## src/rtl/issue_control.sv

```systemverilog
// issue_control: single-entry issue stage between decode and the functional units.
// Checks RAW hazards against the register scoreboard, blocks on a busy divider,
// optionally bypasses from the final execute stage and claims the destination on issue.
// Optional feature: define ISSUE_BYPASS_EN to allow bypass from scoreboard row 5'b00001.
module issue_control #(
   parameter int unsigned DIV_CYCLES  = 8,
   parameter int unsigned STALL_CNT_W = 16
) (
   input  logic                   clock,
   input  logic                   reset,
   input  logic                   in_valid,
   output logic                   in_ready,
   input  logic [4:0]             in_rs,
   input  logic [4:0]             in_rt,
   input  logic [4:0]             in_rd,
   input  logic [1:0]             in_unit,
   input  logic                   in_uses_rs,
   input  logic                   in_uses_rt,
   input  logic                   in_writes_rd,
   input  logic                   flush,
   output logic [4:0]             ass_addr_a,
   output logic [4:0]             ass_addr_b,
   input  logic                   ass_pending_a,
   input  logic                   ass_pending_b,
   input  logic [1:0]             ass_unit_a,
   input  logic [1:0]             ass_unit_b,
   input  logic [4:0]             ass_row_a,
   input  logic [4:0]             ass_row_b,
   output logic [4:0]             writeaddr,
   output logic [1:0]             registerunit,
   output logic                   enablewrite,
   output logic                   issue_valid,
   input  logic                   issue_ready,
   output logic [4:0]             issue_rs,
   output logic [4:0]             issue_rt,
   output logic [4:0]             issue_rd,
   output logic [1:0]             issue_unit,
   output logic [2:0]             issue_fwd_a,
   output logic [2:0]             issue_fwd_b,
   output logic [STALL_CNT_W-1:0] stall_count
);

   localparam int unsigned REG_W  = 5;
   localparam int unsigned UNIT_W = 2;
   localparam int unsigned FWD_W  = 3;
   localparam int unsigned DIV_W  = 5;
   localparam logic [UNIT_W-1:0] DIV_UNIT  = UNIT_W'(3);
   localparam logic [4:0]        FINAL_ROW = 5'b00001;
`ifdef ISSUE_BYPASS_EN
   localparam bit BYPASS_EN = 1'b1;
`else
   localparam bit BYPASS_EN = 1'b0;
`endif

   typedef struct packed {
      logic [REG_W-1:0]  rs;
      logic [REG_W-1:0]  rt;
      logic [REG_W-1:0]  rd;
      logic [UNIT_W-1:0] unit;
      logic              uses_rs;
      logic              uses_rt;
      logic              writes_rd;
   } instr_t;

   instr_t            hold_q;
   logic              hold_valid;
   logic [DIV_W-1:0]  div_cnt;
   logic              haz_a;
   logic              haz_b;
   logic [FWD_W-1:0]  fwd_a;
   logic [FWD_W-1:0]  fwd_b;
   logic              struct_haz;
   logic              fire;

   // Operand source selection and RAW hazard detection for both sources
   always_comb begin
      haz_a = 1'b0;
      haz_b = 1'b0;
      fwd_a = '0;
      fwd_b = '0;
      if (hold_q.uses_rs && (hold_q.rs != '0) && ass_pending_a) begin
         if (BYPASS_EN && (ass_row_a == FINAL_ROW)) fwd_a = {1'b1, ass_unit_a};
         else                                       haz_a = 1'b1;
      end
      if (hold_q.uses_rt && (hold_q.rt != '0) && ass_pending_b) begin
         if (BYPASS_EN && (ass_row_b == FINAL_ROW)) fwd_b = {1'b1, ass_unit_b};
         else                                       haz_b = 1'b1;
      end
   end

   assign struct_haz   = (hold_q.unit == DIV_UNIT) && (div_cnt != '0);
   assign issue_valid  = hold_valid & ~flush & ~haz_a & ~haz_b & ~struct_haz;
   assign fire         = issue_valid & issue_ready;
   assign in_ready     = (~hold_valid | fire) & ~flush;

   assign ass_addr_a   = hold_q.rs;
   assign ass_addr_b   = hold_q.rt;
   assign issue_rs     = hold_q.rs;
   assign issue_rt     = hold_q.rt;
   assign issue_rd     = hold_q.rd;
   assign issue_unit   = hold_q.unit;
   assign issue_fwd_a  = fwd_a;
   assign issue_fwd_b  = fwd_b;

   assign enablewrite  = fire & hold_q.writes_rd & (hold_q.rd != '0);
   assign writeaddr    = enablewrite ? hold_q.rd   : '0;
   assign registerunit = enablewrite ? hold_q.unit : '0;

   // Hold register: flush drops, accept loads, issue empties
   always_ff @(posedge clock or posedge reset) begin
      if (reset) begin
         hold_valid <= 1'b0;
         hold_q     <= '0;
      end else if (flush) begin
         hold_valid <= 1'b0;
      end else if (in_valid && in_ready) begin
         hold_valid       <= 1'b1;
         hold_q.rs        <= in_rs;
         hold_q.rt        <= in_rt;
         hold_q.rd        <= in_rd;
         hold_q.unit      <= in_unit;
         hold_q.uses_rs   <= in_uses_rs;
         hold_q.uses_rt   <= in_uses_rt;
         hold_q.writes_rd <= in_writes_rd;
      end else if (fire) begin
         hold_valid <= 1'b0;
      end
   end

   // Divider occupancy: reload on divider issue, otherwise count down to idle
   always_ff @(posedge clock or posedge reset) begin
      if (reset) begin
         div_cnt <= '0;
      end else if (fire && (hold_q.unit == DIV_UNIT)) begin
         div_cnt <= DIV_W'(DIV_CYCLES - 1);
      end else if (div_cnt != '0) begin
         div_cnt <= div_cnt - DIV_W'(1);
      end
   end

   // Saturating count of cycles where a held instruction could not issue
   always_ff @(posedge clock or posedge reset) begin
      if (reset) begin
         stall_count <= '0;
      end else if (hold_valid && !issue_valid && !flush && (stall_count != '1)) begin
         stall_count <= stall_count + STALL_CNT_W'(1);
      end
   end

endmodule

```

## config.mk

```make
export PLATFORM = sky130hd
export DESIGN_NAME = issue_control
export DESIGN_NICKNAME = d
export VERILOG_FILES = /design/src/rtl/issue_control.sv
export SDC_FILE = /design/constraint.sdc
export NUM_CORES = 1
export LEC_CHECK = 0
export ABC_AREA = 0
export CAP_MARGIN = 15
export CORE_ASPECT_RATIO = 0.8
export CORE_MARGIN = 10
export CORE_UTILIZATION = 38
export CTS_CLUSTER_SIZE = 24
export DETAILED_ROUTE_END_ITERATION = 8
export PLACE_DENSITY_LB_ADDON = 0.2
export SETUP_SLACK_MARGIN = 0.5
export SYNTH_ARGS = -nofsm -noshare
export SYNTH_HDL_FRONTEND = slang
export SYNTH_SLANG_ARGS = --single-unit
```

## constraint.sdc

```tcl
create_clock -name clock -period 2.8 [get_ports clock]
set_clock_uncertainty 0.2 [all_clocks]
set_input_delay 0.56 -clock clock [delete_from_list [all_inputs] [get_ports clock]]
set_output_delay 0.56 -clock clock [all_outputs]
set_load 0.05 [all_outputs]
```

==> flow_summary.toml, run 1 <==
[power]
netSwitchingPower_mw = 1.08
pwr-share-seq_pct = 32.5
internal_power_mw = 1.57
p_per_area_nw_per_um2 = 716
ir_worst_vdd_mv = 0.523
p_comb_share_pct = 50.3
p_leak_nw = 1.85
p_sw_share_pct = 40.7
clkPwrFrac_pct = 17.2

[status]
outcome = "finished with violations"
violations = "setup timing"

[logic_synthesis]
synthXorXnorAreaFrac_pct = 5.51
synth_seq_cells = 42
synth_top_family_by_area = "simple AND/OR/NAND/NOR gates"
async_flop_share_pct = 100
yosys.area_share.simple_pct = 17.9
synth_top_flop_cell = "dfrtp_1"
synth_fa_ha_area_share_pct = 1.69
syn_area_per_cell_um2 = 10.9
synthCells = 204
synth_compound_area_share_pct = 2.53
ys_types = 31
muxShareOfSynthArea_pct = 12.2
synth_seq_area_share_pct = 47.3
syn_area_um2 = 2220
yosysWarnings = 0
synth_edf_count = 0

[timing]
timing.final.crit_share_pct = 105
fmax_mhz = 339
hold_violations = 0
slew_headroom_pct = 40.2
worst_slack_ns = -0.151
holdWs_ns = 0.287
setup_violations = 30
tightest_slew_ns = 0.892
drv_slew = 0
finalCriticalPeriod_ns = 2.95
rsz0062_at_grt = "yes"

[die]
start_util_pct = 40.0
fp.dieArea_um2 = 9330
die_w_um = 106
io_pins = 100
die_y_um = 88.4
rows = 24
core_area_um2 = 5560

[grt]
overflow = 0
antenna_found_initial = 0
grt_pass1_wl_um = 9730
grt_usage_pct = 12.9
grt_pass1_vias = 1898
grt_max_degree = 25

[cells_and_area]
n_antenna_cell = 0
multi_input_area_um2 = 1170
layout-drive-gt1-share_pct = 39.5
fin_nets = 334
area_growth_pct = 66.4
post-route-util_pct = 66.6
regArea_um2 = 1060
fillers = 416

[worst_hold_path]
hold_path.class = "flop to flop"

[critical_path]
critPathArrivalTime_ns = 2.19
cp-start-kind = "flop"
crit_required_ns = 2.04
cp_max_fo = 8
crit_path_end_kind = "output port"
path_class = "flop to output port"

[clocking]
cts.path.max_buffers = 2
clk_pin_slew_ns = 0.08
numCtsBuffers = 5
cts_tree = "yes"
postCtsHoldBufs = 0
cts.root.buffer_cell = "clkbuf_8"
cts_max_level = 2
worstSkewPairLatency_ns = 0.30
clock-sinks = 42

[routing]
vias_per_cell = 4.79
drt_wl_total_um = 5990
avgRoutedWirePerCell_um = 16.2
first_pass_iters = 4
vias = 1769
drt_iter0_drc = 49
post-route-drc-count = 0
ant_nets = 0

[placement]
io_buffers = 79
dp_hpwl_um = 4320
globalplace.congestion = 0.802

[flow_run]
cap_viol_max_count = 0
-- synthesized netlist by cell type (2+ instances only) --
cell | count | area [um^2]
buf_2 | 2 | 10.0
nand3_1 | 8 | 40.0
and3_1 | 8 | 50.1
or4_1 | 4 | 30.0
dfrtp_1 | 42 | 1050
nand2_1 | 13 | 48.8
clkbuf_1 | 2 | 7.51
inv_1 | 5 | 18.8
ha_1 | 3 | 37.5
xnor2_1 | 14 | 123
nand4_1 | 12 | 75.1
o211ai_1 | 3 | 22.5
nor2_1 | 4 | 15.0
nand2b_1 | 3 | 18.8
buf_4 | 33 | 248
a21oi_1 | 3 | 15.0
and2_1 | 7 | 43.8
mux2_1 | 23 | 259
nor3_1 | 3 | 15.0
-- final timing paths --
| kind | depth (start not counted) | start | slack (ns) | end |
|---|---|---|---|---|
| setup / recovery | 8 | ass_addr_a[1]$_DFFE_PP0P_ | -0.15 | registerunit[1] |
| hold / removal | 1 | stall_count[11]$_DFFE_PP0P_ | 0.29 | stall_count[11]$_DFFE_PP0P_ |
| setup reg to reg | 9 | ass_addr_a[1]$_DFFE_PP0P_ | -0.06 | issue_unit[1]$_DFFE_PP0P_ |
| hold reg to reg | 1 | stall_count[11]$_DFFE_PP0P_ | 0.29 | stall_count[11]$_DFFE_PP0P_ |
| max in group asynchronous | 3 | reset | 1.42 | hold_q[2]$_DFFE_PP0P_ |
| min in group asynchronous | 2 | reset | 0.46 | hold_valid$_DFFE_PP0P_ |
-- worst max-delay path: stages (launching register included) --
cell and delay [ns]:
dfrtp_1 0.38, or4_4 0.53, o211ai_1 0.18, buf_4 0.16, nand3_4 0.07, nor3_4 0.12, buf_6 0.15, and3_4 0.19
buf_12 0.13
-- per-layer routing --
| layer | wire length [um] | GRT usage (%) | share of wire [%] |
|---|---|---|---|
| met1 | 2470 | 15.1 | 41 |
| met2 | 2970 | 21.6 | 50 |
| met3 | 448 | 4.36 | 7.5 |
| met5 | 0 | 0 | 0 |
| met4 | 97 | 5.15 | 1.6 |
-- metrics by stage --
| step | instances | TNS [ns] | instance area [um^2] | total power, mW | setup WS (ns) |
|---|---|---|---|---|---|
| after floorplan | 209 | 0 | 2430 | 1.77 | 0.131 |
| after detailed placement | 343 | -0.0520 | 3270 | 2.08 | -0.0263 |
| after global placement | 343 | -0.0341 | 3270 | 2.05 | -0.0171 |
| after global routing | 369 | -4.81 | 3700 | 2.80 | -0.266 |
| after CTS | 365 | -2.25 | 3600 | 2.66 | -0.237 |
| final | 369 | -1.76 | 3700 | 2.65 | -0.151 |
-- cells in the final DEF, fill, tap and decap left out, types with 3 or more instances in the layout --
master,Yosys,layout
buf_4,33,23
dfrtp_2,0,9
conb_1,1,6
mux2_4,0,22
o211ai_1,3,3
dlymetal6s2s_1,0,15
nand2_1,13,11
dfrtp_1,42,33
and3_1,8,6
xnor2_1,14,12
nor2_1,4,3
clkbuf_8,0,8
nand4_1,12,12
buf_12,0,14
nand3_4,0,4
dlygate4sd2_1,0,27
and2_4,0,6
nand2b_1,3,3
clkdlybuf4s50_1,0,27
-- state kept, by name, summed over array words and instances (netlist names) --
name / count
stall_count: 16
ass_addr_a: 5
ass_addr_b: 5
div_cnt: 5
issue_rd: 5
hold_q: 3
issue_unit: 2
hold_valid: 1
-- power groups by stage --
| stage | Clock, mW | Combinational, mW | Sequential (mW) |
|---|---|---|---|
| after floorplan | 0 | 0.826 | 0.940 |
| after global placement | 0 | 1.19 | 0.864 |
| after detailed placement | 0 | 1.20 | 0.871 |
| after CTS | 0.470 | 1.32 | 0.862 |
| after global routing | 0.496 | 1.42 | 0.888 |
| final | 0.456 | 1.33 | 0.860 |
-- cells by family (layout without fill, tap and decap cells) --
logic type	after synthesis	in the layout
and+or+nand+nor	69	69
DFF	42	42
muxes	24	24
buffers and inverters	42	124
AOI/OAI and AO/OA	9	9
xor gates and xnor gates	14	14
adders and majority gates	3	3
other	1	6
-- layout make-up --
class / instances / share of cell area [%]
Clock buffer: 8 / 2.98
Sequential cell: 42 / 28.7
Inverter: 5 / 0.507
Timing Repair Buffer: 111 / 33.5
Tap cell: 78 / 2.64
Multi-Input combinational cell: 125 / 31.7
-- what timing repair did --
item	in CTS	in global routing
endpoints found under the setup margin	64	63
pin swaps	18	8
setup buffers	12	4
resized for setup	54	22
cloned	2	0
(Power assumes the default switching activity.)
==> inputs of run 2 (changes only) <==
--- a/config.mk
+++ b/config.mk
@@ -6,10 +6,11 @@
 export NUM_CORES = 1
 export LEC_CHECK = 0
 export ABC_AREA = 0
+export ABC_CLOCK_PERIOD_IN_PS = 3440
 export CAP_MARGIN = 15
 export CORE_ASPECT_RATIO = 0.8
 export CORE_MARGIN = 10
-export CORE_UTILIZATION = 38
+export CORE_UTILIZATION = 45
 export CTS_CLUSTER_SIZE = 24
 export DETAILED_ROUTE_END_ITERATION = 8
 export PLACE_DENSITY_LB_ADDON = 0.2
==> constraint.sdc (replaced) <==
create_clock -name clock -period 3.44 [get_ports clock]
set_clock_uncertainty 0.2 [all_clocks]
set_input_delay 0.688 -clock clock [delete_from_list [all_inputs] [get_ports clock]]
set_output_delay 0.688 -clock clock [all_outputs]
set_load 0.05 [all_outputs]
==> flow_summary.toml, run 2 (synthesis results as in run 1) <==
[status]
outcome = "finished clean"

[grt]
grt_pass1_wl_um = 9160
grt_pass1_vias = 1774
grt_max_degree = 43
overflow = 0
antenna_found_initial = 0
grt_usage_pct = 13.5

[clocking]
cts_max_level = 2
worstSkewPairLatency_ns = 0.29
cts.root.buffer_cell = "clkbuf_8"
clk_pin_slew_ns = 0.08
cts.path.max_buffers = 2
numCtsBuffers = 5
cts_tree = "yes"
clock-sinks = 42

[flow_run]
cap_viol_max_count = 0

[critical_path]
worstReg2RegEnd = "hold_q[2]$_DFFE_PP0P_"
cp-start-kind = "flop"
path_class = "flop to output port"
cpPeakStageDelay_ns = 0.47
crit_path_end_kind = "output port"
cp-startpoint = "div_cnt[0]$_DFFE_PP0P_"
worstPathCellList = "inv_1, ha_2, or4b_4, nand3_2, nand3_2, nor3_4, buf_12, and3_4, buf_12"
crit_family = "simple AND/OR/NAND/NOR gates"
crit_path_end = "registerunit[0]"
crit_required_ns = 2.55
critPathArrivalTime_ns = 2.27
cp_slowest_cell = "or4b_4"
cp.depth = 9
crit_buf_inv = 3
r2r_slack_ns = 0.65
cp_max_fo = 8
reg2regPathDepth = 6
reg2reg_from = "ass_addr_b[1]$_DFFE_PP0P_"

[die]
core_area_um2 = 4680
io_pins = 100
fp.dieArea_um2 = 8170
die_w_um = 98.6
start_util_pct = 47.5
rows = 22
die_y_um = 82.9

[routing]
vias_per_cell = 5.11
first_pass_iters = 4
drt_wl_total_um = 5500
vias = 1702
avgRoutedWirePerCell_um = 16.5
drt_iter0_drc = 52
post-route-drc-count = 0
ant_nets = 0

[timing]
fmax_mhz = 317
setup_violations = 0
tightest_slew_ns = 0.532
timing.final.crit_share_pct = 91.8
hold_violations = 0
fin_setup_tns_ns = 0
slew_headroom_pct = 64.5
drv_slew = 0
rsz0062_at_grt = "yes"
finalCriticalPeriod_ns = 3.16

[cells_and_area]
largest_reg_flops = 16
layout-drive-gt1-share_pct = 18.3
layout_common_cells = "clkdlybuf4s50_1, dfrtp_1, mux2_1"
n_antenna_cell = 0
post-route-util_pct = 69.4
final_common_cell = "clkdlybuf4s50_1"
fin_nets = 317
top_register = "stall_count"
area_growth_pct = 46.0

[power]
p_per_area_nw_per_um2 = 624
p_leak_nw = 1.37
ir_worst_vdd_mv = 0.535

[placement]
dp_hpwl_um = 4150
io_buffers = 79
globalplace.congestion = 0.740

[worst_hold_path]
hold_path.class = "flop to flop"
-- run 2: changes by cell type in the layout (fill, tap and decap cells not counted), sizes merged, moves of 2 or more --
cell,delta
buf,-17
clkbuf,-2
clkdlybuf4s50,+42
dlygate4sd2,-27
dlymetal6s2s,-15
-- run 2: layout make-up --
type                    count  area (um^2)
flip-flops and latches     42         1050
multi-input cells         125          965
clock buffers               6         82.6
clock inverters             1         30.0
fillers                   356         1430
inverters                   5         18.8
repair buffers             94         1020
well taps                  60         75.1
-- run 2: what timing repair did --
item	CTS	global route
buffers inserted	13	0
endpoints found under the setup margin	30	25
pin swaps	6	2
gates resized for setup	7	0
hold buffers	0	0
-- run 2: per-stage QoR --
step,std cells,power (mW),hold WS (ns),setup slack (ns),instance area [um^2]
after floorplan,209,1.37,0.264,0.497,2280
after global placement,313,1.55,0.281,0.317,3000
after detailed placement,313,1.57,0.286,0.256,3000
after CTS,333,2.04,0.303,0.292,3250
after global routing,333,2.13,0.329,0.162,3250
final,333,2.03,0.297,0.283,3250
-- run 2: metal layers --
layer,global-route usage (%),wire [um]
met3,5.13,365
met4,3.75,45
met1,15.0,2180
met5,0,0
met2,23.4,2910
-- run 2: worst reg2reg max path, stage by stage (launching register included) --
cell and delay [ns]:
dfrtp_1 0.38, or4_4 0.54, o211ai_1 0.24, buf_4 0.15
nand4_1 0.18, a211o_2 0.59, mux2_1 0.39
-- run 2: where the power goes --
part	total, mW	internal (mW)	leakage, nW	switching (mW)
Combinational	0.941	0.372	0.791	0.569
Clock	0.393	0.232	0.0573	0.161
Sequential	0.693	0.597	0.525	0.0953
Total	2.03	1.20	1.37	0.825
-- run 2: worst min path at each step --
| stage | startpoint | end | slack, ns | cells after the start |
|---|---|---|---|---|
| finish | hold_q[0]$_DFFE_PP0P_ | hold_q[0]$_DFFE_PP0P_ | 0.30 | 1 |
| detailed placement | hold_q[0]$_DFFE_PP0P_ | hold_q[0]$_DFFE_PP0P_ | 0.29 | 1 |
| global route | hold_q[0]$_DFFE_PP0P_ | hold_q[0]$_DFFE_PP0P_ | 0.33 | 1 |
| CTS | hold_q[0]$_DFFE_PP0P_ | hold_q[0]$_DFFE_PP0P_ | 0.30 | 1 |
| floorplan | hold_q[1]$_DFFE_PP0P_ | hold_q[1]$_DFFE_PP0P_ | 0.26 | 1 |
| global placement | hold_q[2]$_DFFE_PP0P_ | hold_q[2]$_DFFE_PP0P_ | 0.28 | 1 |
